File: src/rtl/muldiv_unit.sv
// Iterative RV32M multiply/divide unit: 32 shift-add or restoring-divide steps,
// then a registered one-cycle write-back toward the register file.
module muldiv_unit #(
    parameter int XLEN = 32
) (
    input  logic            clk,
    input  logic            areset,
    input  logic            i_start,
    input  logic [2:0]      i_funct3,
    input  logic [XLEN-1:0] i_rs1_val,
    input  logic [XLEN-1:0] i_rs2_val,
    input  logic [4:0]      i_rd_addr,
    output logic            o_ready,
    output logic            o_done,
    output logic [XLEN-1:0] o_result,
    output logic [4:0]      o_wb_addr,
    output logic            o_wb_we
);

    typedef enum logic [1:0] {
        S_IDLE = 2'd0,
        S_RUN  = 2'd1,
        S_DONE = 2'd2
    } state_t;

    state_t          r_state;
    state_t          w_state_nx;
    logic [4:0]      r_cnt;
    logic [2:0]      r_funct3;
    logic [4:0]      r_rd;
    logic            r_neg;
    logic            r_div0;
    logic [XLEN-1:0] r_hi;
    logic [XLEN-1:0] r_lo;
    logic [XLEN-1:0] r_opb;
    logic [XLEN-1:0] r_result;
    logic [4:0]      r_wb_addr;
    logic            r_done;
    logic            r_wb_we;

    logic            w_accept;
    logic            w_a_signed;
    logic            w_b_signed;
    logic            w_a_neg;
    logic            w_b_neg;
    logic [XLEN-1:0] w_a_mag;
    logic [XLEN-1:0] w_b_mag;
    logic            w_neg;
    logic [XLEN:0]   w_sum;
    logic [XLEN:0]   w_rem_shift;
    logic [XLEN-1:0] w_diff;
    logic            w_borrow;

    // Two's-complement magnitude when the operand is treated as signed and negative.
    function automatic logic [XLEN-1:0] f_mag(input logic [XLEN-1:0] v, input logic sgn);
        logic [XLEN-1:0] m;
        if (sgn && v[XLEN-1]) begin
            m = -v;
        end else begin
            m = v;
        end
        return m;
    endfunction

    // Apply sign correction and select the architectural result from the final datapath.
    function automatic logic [XLEN-1:0] f_finalize(
        input logic [2:0]      f3,
        input logic [XLEN-1:0] hi,
        input logic [XLEN-1:0] lo,
        input logic            neg,
        input logic            div0
    );
        logic [2*XLEN-1:0] prod;
        logic [XLEN-1:0]   res;
        prod = {hi, lo};
        if (neg) begin
            prod = -prod;
        end else begin
            prod = {hi, lo};
        end
        case (f3)
            3'b000:                  res = prod[XLEN-1:0];
            3'b001, 3'b010, 3'b011:  res = prod[2*XLEN-1:XLEN];
            3'b100, 3'b101: begin
                if (div0) begin
                    res = {XLEN{1'b1}};
                end else if (neg) begin
                    res = -lo;
                end else begin
                    res = lo;
                end
            end
            3'b110, 3'b111:          res = neg ? -hi : hi;
            default:                 res = {XLEN{1'b0}};
        endcase
        return res;
    endfunction

    assign w_accept   = i_start && (r_state != S_RUN);
    assign w_a_signed = (i_funct3 == 3'b001) || (i_funct3 == 3'b010) ||
                        (i_funct3 == 3'b100) || (i_funct3 == 3'b110);
    assign w_b_signed = (i_funct3 == 3'b001) || (i_funct3 == 3'b100) ||
                        (i_funct3 == 3'b110);
    assign w_a_neg    = w_a_signed && i_rs1_val[XLEN-1];
    assign w_b_neg    = w_b_signed && i_rs2_val[XLEN-1];
    assign w_a_mag    = f_mag(i_rs1_val, w_a_signed);
    assign w_b_mag    = f_mag(i_rs2_val, w_b_signed);
    // Remainder follows the dividend; quotient and product follow the sign mismatch.
    assign w_neg      = (i_funct3[2:1] == 2'b11) ? w_a_neg : (w_a_neg ^ w_b_neg);

    assign w_sum       = {1'b0, r_hi} + (r_lo[0] ? {1'b0, r_opb} : {(XLEN+1){1'b0}});
    assign w_rem_shift = {r_hi, r_lo[XLEN-1]};
    assign w_borrow    = w_rem_shift < {1'b0, r_opb};
    assign w_diff      = w_rem_shift[XLEN-1:0] - r_opb;

    assign o_ready   = (r_state != S_RUN);
    assign o_done    = r_done;
    assign o_result  = r_result;
    assign o_wb_addr = r_wb_addr;
    assign o_wb_we   = r_wb_we;

    // State register.
    always_ff @(posedge clk or negedge areset) begin
        if (!areset) begin
            r_state <= S_IDLE;
        end else begin
            r_state <= w_state_nx;
        end
    end

    // Next-state decode.
    always_comb begin
        w_state_nx = r_state;
        case (r_state)
            S_IDLE:  w_state_nx = w_accept ? S_RUN : S_IDLE;
            S_RUN:   w_state_nx = (r_cnt == 5'd31) ? S_DONE : S_RUN;
            S_DONE:  w_state_nx = w_accept ? S_RUN : S_IDLE;
            default: w_state_nx = S_IDLE;
        endcase
    end

    // Operand capture and one shift-add / restoring-divide step per RUN cycle.
    always_ff @(posedge clk or negedge areset) begin
        if (!areset) begin
            r_cnt    <= 5'd0;
            r_funct3 <= 3'd0;
            r_rd     <= 5'd0;
            r_neg    <= 1'b0;
            r_div0   <= 1'b0;
            r_hi     <= {XLEN{1'b0}};
            r_lo     <= {XLEN{1'b0}};
            r_opb    <= {XLEN{1'b0}};
        end else if (w_accept) begin
            r_cnt    <= 5'd0;
            r_funct3 <= i_funct3;
            r_rd     <= i_rd_addr;
            r_neg    <= w_neg;
            r_div0   <= (i_rs2_val == {XLEN{1'b0}});
            r_hi     <= {XLEN{1'b0}};
            // Multiply keeps the multiplier in lo; divide shifts the dividend out of lo.
            r_lo     <= i_funct3[2] ? w_a_mag : w_b_mag;
            r_opb    <= i_funct3[2] ? w_b_mag : w_a_mag;
        end else if (r_state == S_RUN) begin
            r_cnt <= r_cnt + 5'd1;
            if (r_funct3[2]) begin
                r_hi <= w_borrow ? w_rem_shift[XLEN-1:0] : w_diff;
                r_lo <= {r_lo[XLEN-2:0], ~w_borrow};
            end else begin
                r_hi <= w_sum[XLEN:1];
                r_lo <= {w_sum[0], r_lo[XLEN-1:1]};
            end
        end
    end

    // Registered write-back, launched from the DONE state.
    always_ff @(posedge clk or negedge areset) begin
        if (!areset) begin
            r_result  <= {XLEN{1'b0}};
            r_wb_addr <= 5'd0;
            r_done    <= 1'b0;
            r_wb_we   <= 1'b0;
        end else if (r_state == S_DONE) begin
            r_result  <= f_finalize(r_funct3, r_hi, r_lo, r_neg, r_div0);
            r_wb_addr <= r_rd;
            r_done    <= 1'b1;
            r_wb_we   <= (r_rd != 5'd0);
        end else begin
            r_done    <= 1'b0;
            r_wb_we   <= 1'b0;
        end
    end

endmodule

File: config.mk
export PLATFORM = sky130hd
export DESIGN_NAME = muldiv_unit
export DESIGN_NICKNAME = d
export VERILOG_FILES = /design/src/rtl/muldiv_unit.sv
export SDC_FILE = /design/constraint.sdc
export NUM_CORES = 1
export LEC_CHECK = 0
export ABC_CLOCK_PERIOD_IN_PS = 5100
export BUFFER_PORTS_ARGS = -buffer_cell sky130_fd_sc_hd__buf_2
export CAP_MARGIN = 20
export CORE_MARGIN = 5
export CORE_UTILIZATION = 67
export DETAILED_ROUTE_END_ITERATION = 7
export PLACE_DENSITY = 0.88
export SYNTH_ARGS = -nofsm -noshare
export SYNTH_HDL_FRONTEND = slang
export SYNTH_SLANG_ARGS = --single-unit
File: constraint.sdc
create_clock -name clk -period 5.1 [get_ports clk]
set_input_delay 0.765 -clock clk [delete_from_list [all_inputs] [get_ports clk]]
set_output_delay 0.765 -clock clk [all_outputs]
set_load 0.1 [all_outputs]
Word level (Yosys, flattened, before mapping)
Index checks and enable logic that the tools add are counted.
{ "word_totals": {"ff_bits": 152, "in_bits": 75, "wordCells": 82} }
{ "classes": {"n_addsub": 8, "n_lt_le_gt_ge": 1, "n_eq_ne": 16, "n_mux": 25, "bitwise_logic": 2, "reduce_logical": 17} }
{ "ops": {"columns": ["op", "count"], "rows": [
  ["32-bit two-way mux", 15],
  ["32-bit negation", 4],
  ["32-bit one-hot mux with 4 select lines", 1],
  ["64-bit two-way mux", 1],
  ["64-bit negation", 1],
  ["32-bit by 32-bit adder with 33-bit output", 1],
  ["33-bit by 32-bit < comparator with 1-bit output", 1],
  ["32-bit zero test", 1],
  ["32-bit subtractor", 1],
  ["3-bit equality test, second input constant", 6],
  ["5-bit two-way mux", 2],
  ["3-bit by 2-bit equality test with 1-bit output, second input constant", 3],
  ["3-bit by 1-bit equality test with 1-bit output, second input constant", 2],
  ["2-bit OR reduction", 3],
  ["5-bit by 1-bit adder with 5-bit output, second input constant", 1],
  ["5-bit equality test, second input constant", 1],
  ["1-bit logical OR", 5],
  ["5-bit nonzero test", 1],
  ["2-bit equality test, second input constant", 2],
  ["1-bit two-way mux", 4],
  ["2-bit one-hot mux with 2 select lines", 1],
  ["1-bit logical AND", 3],
  ["3-bit zero test", 1],
  ["3-bit OR reduction", 1],
  ["7 further kinds", 7]
]} }

Longest topological paths before layout
{ "depth": {"word_depth": 8, "depth_mapped": 15} }

Worst setup path before layout
No wires, ideal clock.
{ "synth_path": {"path_kind": "register to register", "startpoint": "reg r_lo[0]", "endpoint": "reg r_hi[31]", "setup_time_ns": 0.104, "arrival_time_ns": 3.238, "t_required_ns": 4.996, "path_slack_ns": 1.758, "path_stages_with_launch": 14, "path_buffers": 1, "path_cell_list": "dfrtp_1 inv_1 clkbuf_1 nor2_1 ha_1 a21oi_1 nand2b_1 and3_1 nor4_1 o211a_1 o211ai_1 a2111oi_1 o21ai_0 a221oi_1"} }
{ "synth_between": {"elab_chain_cells": 5} }
{ "synth_lines": {"columns": ["element", "line_no", "rtl"], "rows": [
  ["start, declared", "34", "logic [XLEN-1:0] r_lo;"],
  ["start signal, assigned", "151", "r_lo <= {XLEN{1'b0}};"],
  ["start signal, assigned", "161", "r_lo <= i_funct3[2] ? w_a_mag : w_b_mag;"],
  ["start signal, assigned", "167", "r_lo <= {r_lo[XLEN-2:0], ~w_borrow};"],
  ["32-bit two-way mux", "111", "assign w_sum = {1'b0, r_hi} + (r_lo[0] ? {1'b0, r_opb} : {(XLEN+1){1'b0}});"],
  ["32-bit by 32-bit adder with 33-bit output", "111", null],
  ["32-bit two-way mux", "165", "if (r_funct3[2]) begin"],
  ["32-bit two-way mux", "163", "end else if (r_state == S_RUN) begin"],
  ["32-bit two-way mux", "153", "end else if (w_accept) begin"],
  ["end signal, assigned", "159", "r_hi <= {XLEN{1'b0}};"],
  ["end signal, assigned", "166", "r_hi <= w_borrow ? w_rem_shift[XLEN-1:0] : w_diff;"],
  ["end signal, assigned", "169", "r_hi <= w_sum[XLEN:1];"],
  ["end, declared", "33", "logic [XLEN-1:0] r_hi;"]
]} }
Every way passes these cells. The select of a mux whose other input is x is not followed.
A chain may end at the register's enable or synchronous reset.

Final worst setup path
{ "layout_path": {"startpoint": "reg r_hi[9]", "endpoint": "reg r_hi[20]"} }
{ "layout_between": {"elab_chain_cells": 5, "word_cells_on_any_way": 7, "cone_classes": "add/sub: 2; order compare: 1; mux: 4"} }
{ "layout_lines": {"columns": ["element", "line_no", "rtl"], "rows": [
  ["start signal, assigned", "150", "r_hi <= {XLEN{1'b0}};"],
  ["start signal, assigned", "159", null],
  ["start signal, assigned", "166", null],
  ["32-bit subtractor / 33-bit by 32-bit < comparator with 1-bit output (equally long branches)", "114, 113", null],
  ["32-bit two-way mux", "166", null],
  ["32-bit two-way mux (*)", "165", null],
  ["32-bit two-way mux (*)", "163", null],
  ["32-bit two-way mux (*)", "153", null]
]} }
Every way passes the cells marked *; elsewhere a longest branch is shown, timed or not. The select of a mux whose other input is x is not followed.

==> out/qor.yml <==
status: "finished, violations left"
violations: "DRC"
grt_pass1_wl_um: 82800
postCtsSetupRepairBufs: 0
grt_max_degree: 89
clk_pin_slew_ps: 80
critPathSlowestCell: "o21a_2"
core-area_um2: 21800
maxCapViolations: 0
required_ps: 5380
gr-usage-met1: 0.518
r2r_cells: 11
fin_crit_sh: 0.808
cts_buffers: 17
syn-mean-instance-area_um2: 7.59
cts_resized: 0
critPathArrivalTime_ps: 4400
globalplace.congestion: 1.09
vias: 15970
setup_viol: 0
met2_usage: 0.625
clock_latency_ps: 450
drt_first_pass_iters: 8
p_leak_nw: 6.99
powerDensity_nw_per_um2: 795
synth_ff_type: "dfrtp_1"
die_area_um2: 25200
relSlewSlack: 0.306
globalRoute.busiestLayer: "met2"
ys_warn_count: 0
cts.sinks: 152
max_stage_delay_ps: 720
fin_tns_setup_ps: 0
routed_wl_um: 53400
crit_path_end_kind: "flop"
netlist_instances: 1955
rows: 54
final_layout_size_suffix_gt1_frac: 0.109
min_period_ps: 4120
dieWidth_um: 159
timing.rr.end: "r_hi[20]$_DFFE_PN0P_"
finClkSkew_ps: 16.7
cts_buffer_depth: 2
cpMostUsedCell: "o21ai_0"
rsz0062_at_grt: "false"
vias_per_cell: 7.05
use_met3: 0.107
regToRegStartpoint: "r_hi[9]$_DFFE_PN0P_"
die_y_um: 159
initial_core_util: 0.680
grt_pass1_vias: 15028
area_growth_pct: 7.96
insertedDiodeCount: 0
peakVddDrop_uv: 326
final_cell_mix: "205 x nand2_1, 190 x a21oi_1, 179 x o21ai_0"
hold_viol: 0
dp_hpwl_um: 39700
syn_nets: 2102
cts_hold_buffers: 0
wire_per_inst_um: 23.6
cts_root_buffer: "clkbuf_16"
io_buffer_count: 114
grt_overflow: 0
drt-initial-drc-count: 2408
n_fill_cell: 1758
antenna_found_initial: 0
cts_tree: "built"
crit_path_cell_trace: "ha_1 > a21o_1 > a21oi_1 > o21ai_0 > a21boi_0 > and3_1 > o21a_2 > buf_4 > mux2_2 > a22oi_1 > o21ai_0"
synth_async_sr_flop_share: 1.00
synthDistinctLibCells: 76
whs_ps: 403
drc: 43
grt_usage: 0.405
clock.fmax_ghz: 0.243
worst_slew_pin_slew_ps: 1030
final_common_cell: "nand2_1"
worstSetupPathType: "reg2reg"
r2r_slack_ps: 980
cp_num_buf_inv: 1
slew_violations: 0
ctsHtreeMaxLevel: 4
postRouteAntennaNets: 0
io_pins: 115
synth-seq-cells: 152
crit_path_start_kind: "flop"
synth-edff-count: 0
mappedNetlistArea_um2: 14800
critPathTopFamily: "compound AO/OA/AOI/OAI gates"
yosysSeqAreaShare: 0.256
hp-class: "in2async"
crit_fanout: 38
nets: 2120
cells by family (layout without fill, tap and decap cells):
group | Yosys count | count (layout) | synth area share
DFF | 152 | 152 | 0.256
AOI/OAI and AO/OA | 663 | 663 | 0.280
and+or+nand+nor | 620 | 620 | 0.199
adders and majority gates | 72 | 72 | 0.0617
muxes | 72 | 72 | 0.0501
xor gates and xnor gates | 167 | 167 | 0.0985
buffers and inverters | 209 | 239 | 0.0546
worst reg2reg max path, stage by stage, from the launching register on:
cell and delay [ps]:
dfrtp_1 670, ha_1 420, a21o_1 220, a21oi_1 230, o21ai_0 160, a21boi_0 260, and3_1 320, o21a_2 720
buf_4 340, mux2_2 350, a22oi_1 150, o21ai_0 120
cells in the mapped netlist, types with 4 or more instances:
library cell    n  area, µm²
a211oi_1       39        293
a21o_1         38        285
a21oi_1       190        951
a221oi_1        8       70.1
a22oi_1        27        203
a311oi_1        4       35.0
a31oi_1        21        131
and2_1         14       87.6
and3_1         16        100
buf_1          23       86.3
buf_2          10       50.1
clkbuf_1      103        387
dfrtp_1       152       3800
ha_1           70        876
inv_1          71        267
mux2_2         19        214
mux2i_1        53        531
nand2_1       206        773
nand2b_1       19        119
nand3_1        31        155
nand3b_1        5       37.5
nand4_1        18        113
nor2_1        171        642
nor2b_1        24        150
nor3_1         36        180
nor3b_1         5       37.5
nor4_1         19        119
o211ai_1       24        180
o21a_1         10       75.1
o21ai_0       179        896
o21ai_1         5       25.0
o21bai_1       12       90.1
o221ai_1       11       96.3
o22ai_1        11       68.8
o31ai_1        29        218
o41ai_1        15        131
or2_2           9       56.3
or3_1          12       75.1
or4_1          21        158
xnor2_1        94        823
xor2_1         73        639
how the worst max path moves through the flow:
stage                        start                   end  depth (start not counted)
2_1_floorplan  r_lo[0]$_DFFE_PN0P_  r_hi[31]$_DFFE_PN0P_                         13
3_3_place_gp   r_hi[9]$_DFFE_PN0P_  r_hi[20]$_DFFE_PN0P_                         11
3_5_place_dp   r_hi[9]$_DFFE_PN0P_  r_hi[20]$_DFFE_PN0P_                         11
4_1_cts        r_hi[9]$_DFFE_PN0P_  r_hi[20]$_DFFE_PN0P_                         11
5_1_grt        r_hi[9]$_DFFE_PN0P_  r_hi[20]$_DFFE_PN0P_                         11
6_report       r_hi[9]$_DFFE_PN0P_  r_hi[20]$_DFFE_PN0P_                         11
registers in the layout (all words and copies together) (netlist names), 2 cells and up:
register / count
o_result: 32
o_wb_addr: 5
r_cnt: 5
r_funct3: 3
r_hi: 32
r_lo: 32
r_opb: 32
r_rd: 5
r_state: 2
area by class of cell:
type / instances / area (µm²) / area share
Inverter: 71 / 267 / 0.0166
Tap cell: 280 / 350 / 0.0219
Clock inverter: 14 / 181 / 0.0113
Sequential cell: 152 / 3810 / 0.237
Multi-Input combinational cell: 1594 / 10200 / 0.639
Timing Repair Buffer: 137 / 752 / 0.0469
Clock buffer: 17 / 425 / 0.0265
routing by layer:
layer | vias to the layer above | share of wire
met1 | 7399 | 0.37
met4 | 0 | 0.071
met3 | 288 | 0.12
met2 | 1142 | 0.44
li1 | 7141 | -
met5 | - | 0
per-stage QoR:
stage | instances | area (µm²) | setup WS, ps | util | power (mW)
2_1_floorplan | 1955 | 14800 | 1760 | - | 8.72
3_3_place_gp | 2234 | 15400 | 1230 | 0.707 | 10.7
3_5_place_dp | 2234 | 15400 | 1140 | 0.707 | 10.9
4_1_cts | 2265 | 16000 | 1110 | 0.734 | 12.3
5_1_grt | 2265 | 16000 | 683 | 0.734 | 13.5
6_report | 2265 | 16000 | 980 | 0.734 | 12.7
where the power goes:
| part | leakage [nW] | switching [mW] | internal (mW) |
|---|---|---|---|
| Sequential | 1.79 | 0.941 | 1.71 |
| Clock | 0.299 | 0.631 | 0.743 |
| Combinational | 4.90 | 5.44 | 3.28 |
No activity file was read; power rests on OpenSTA's default activity.
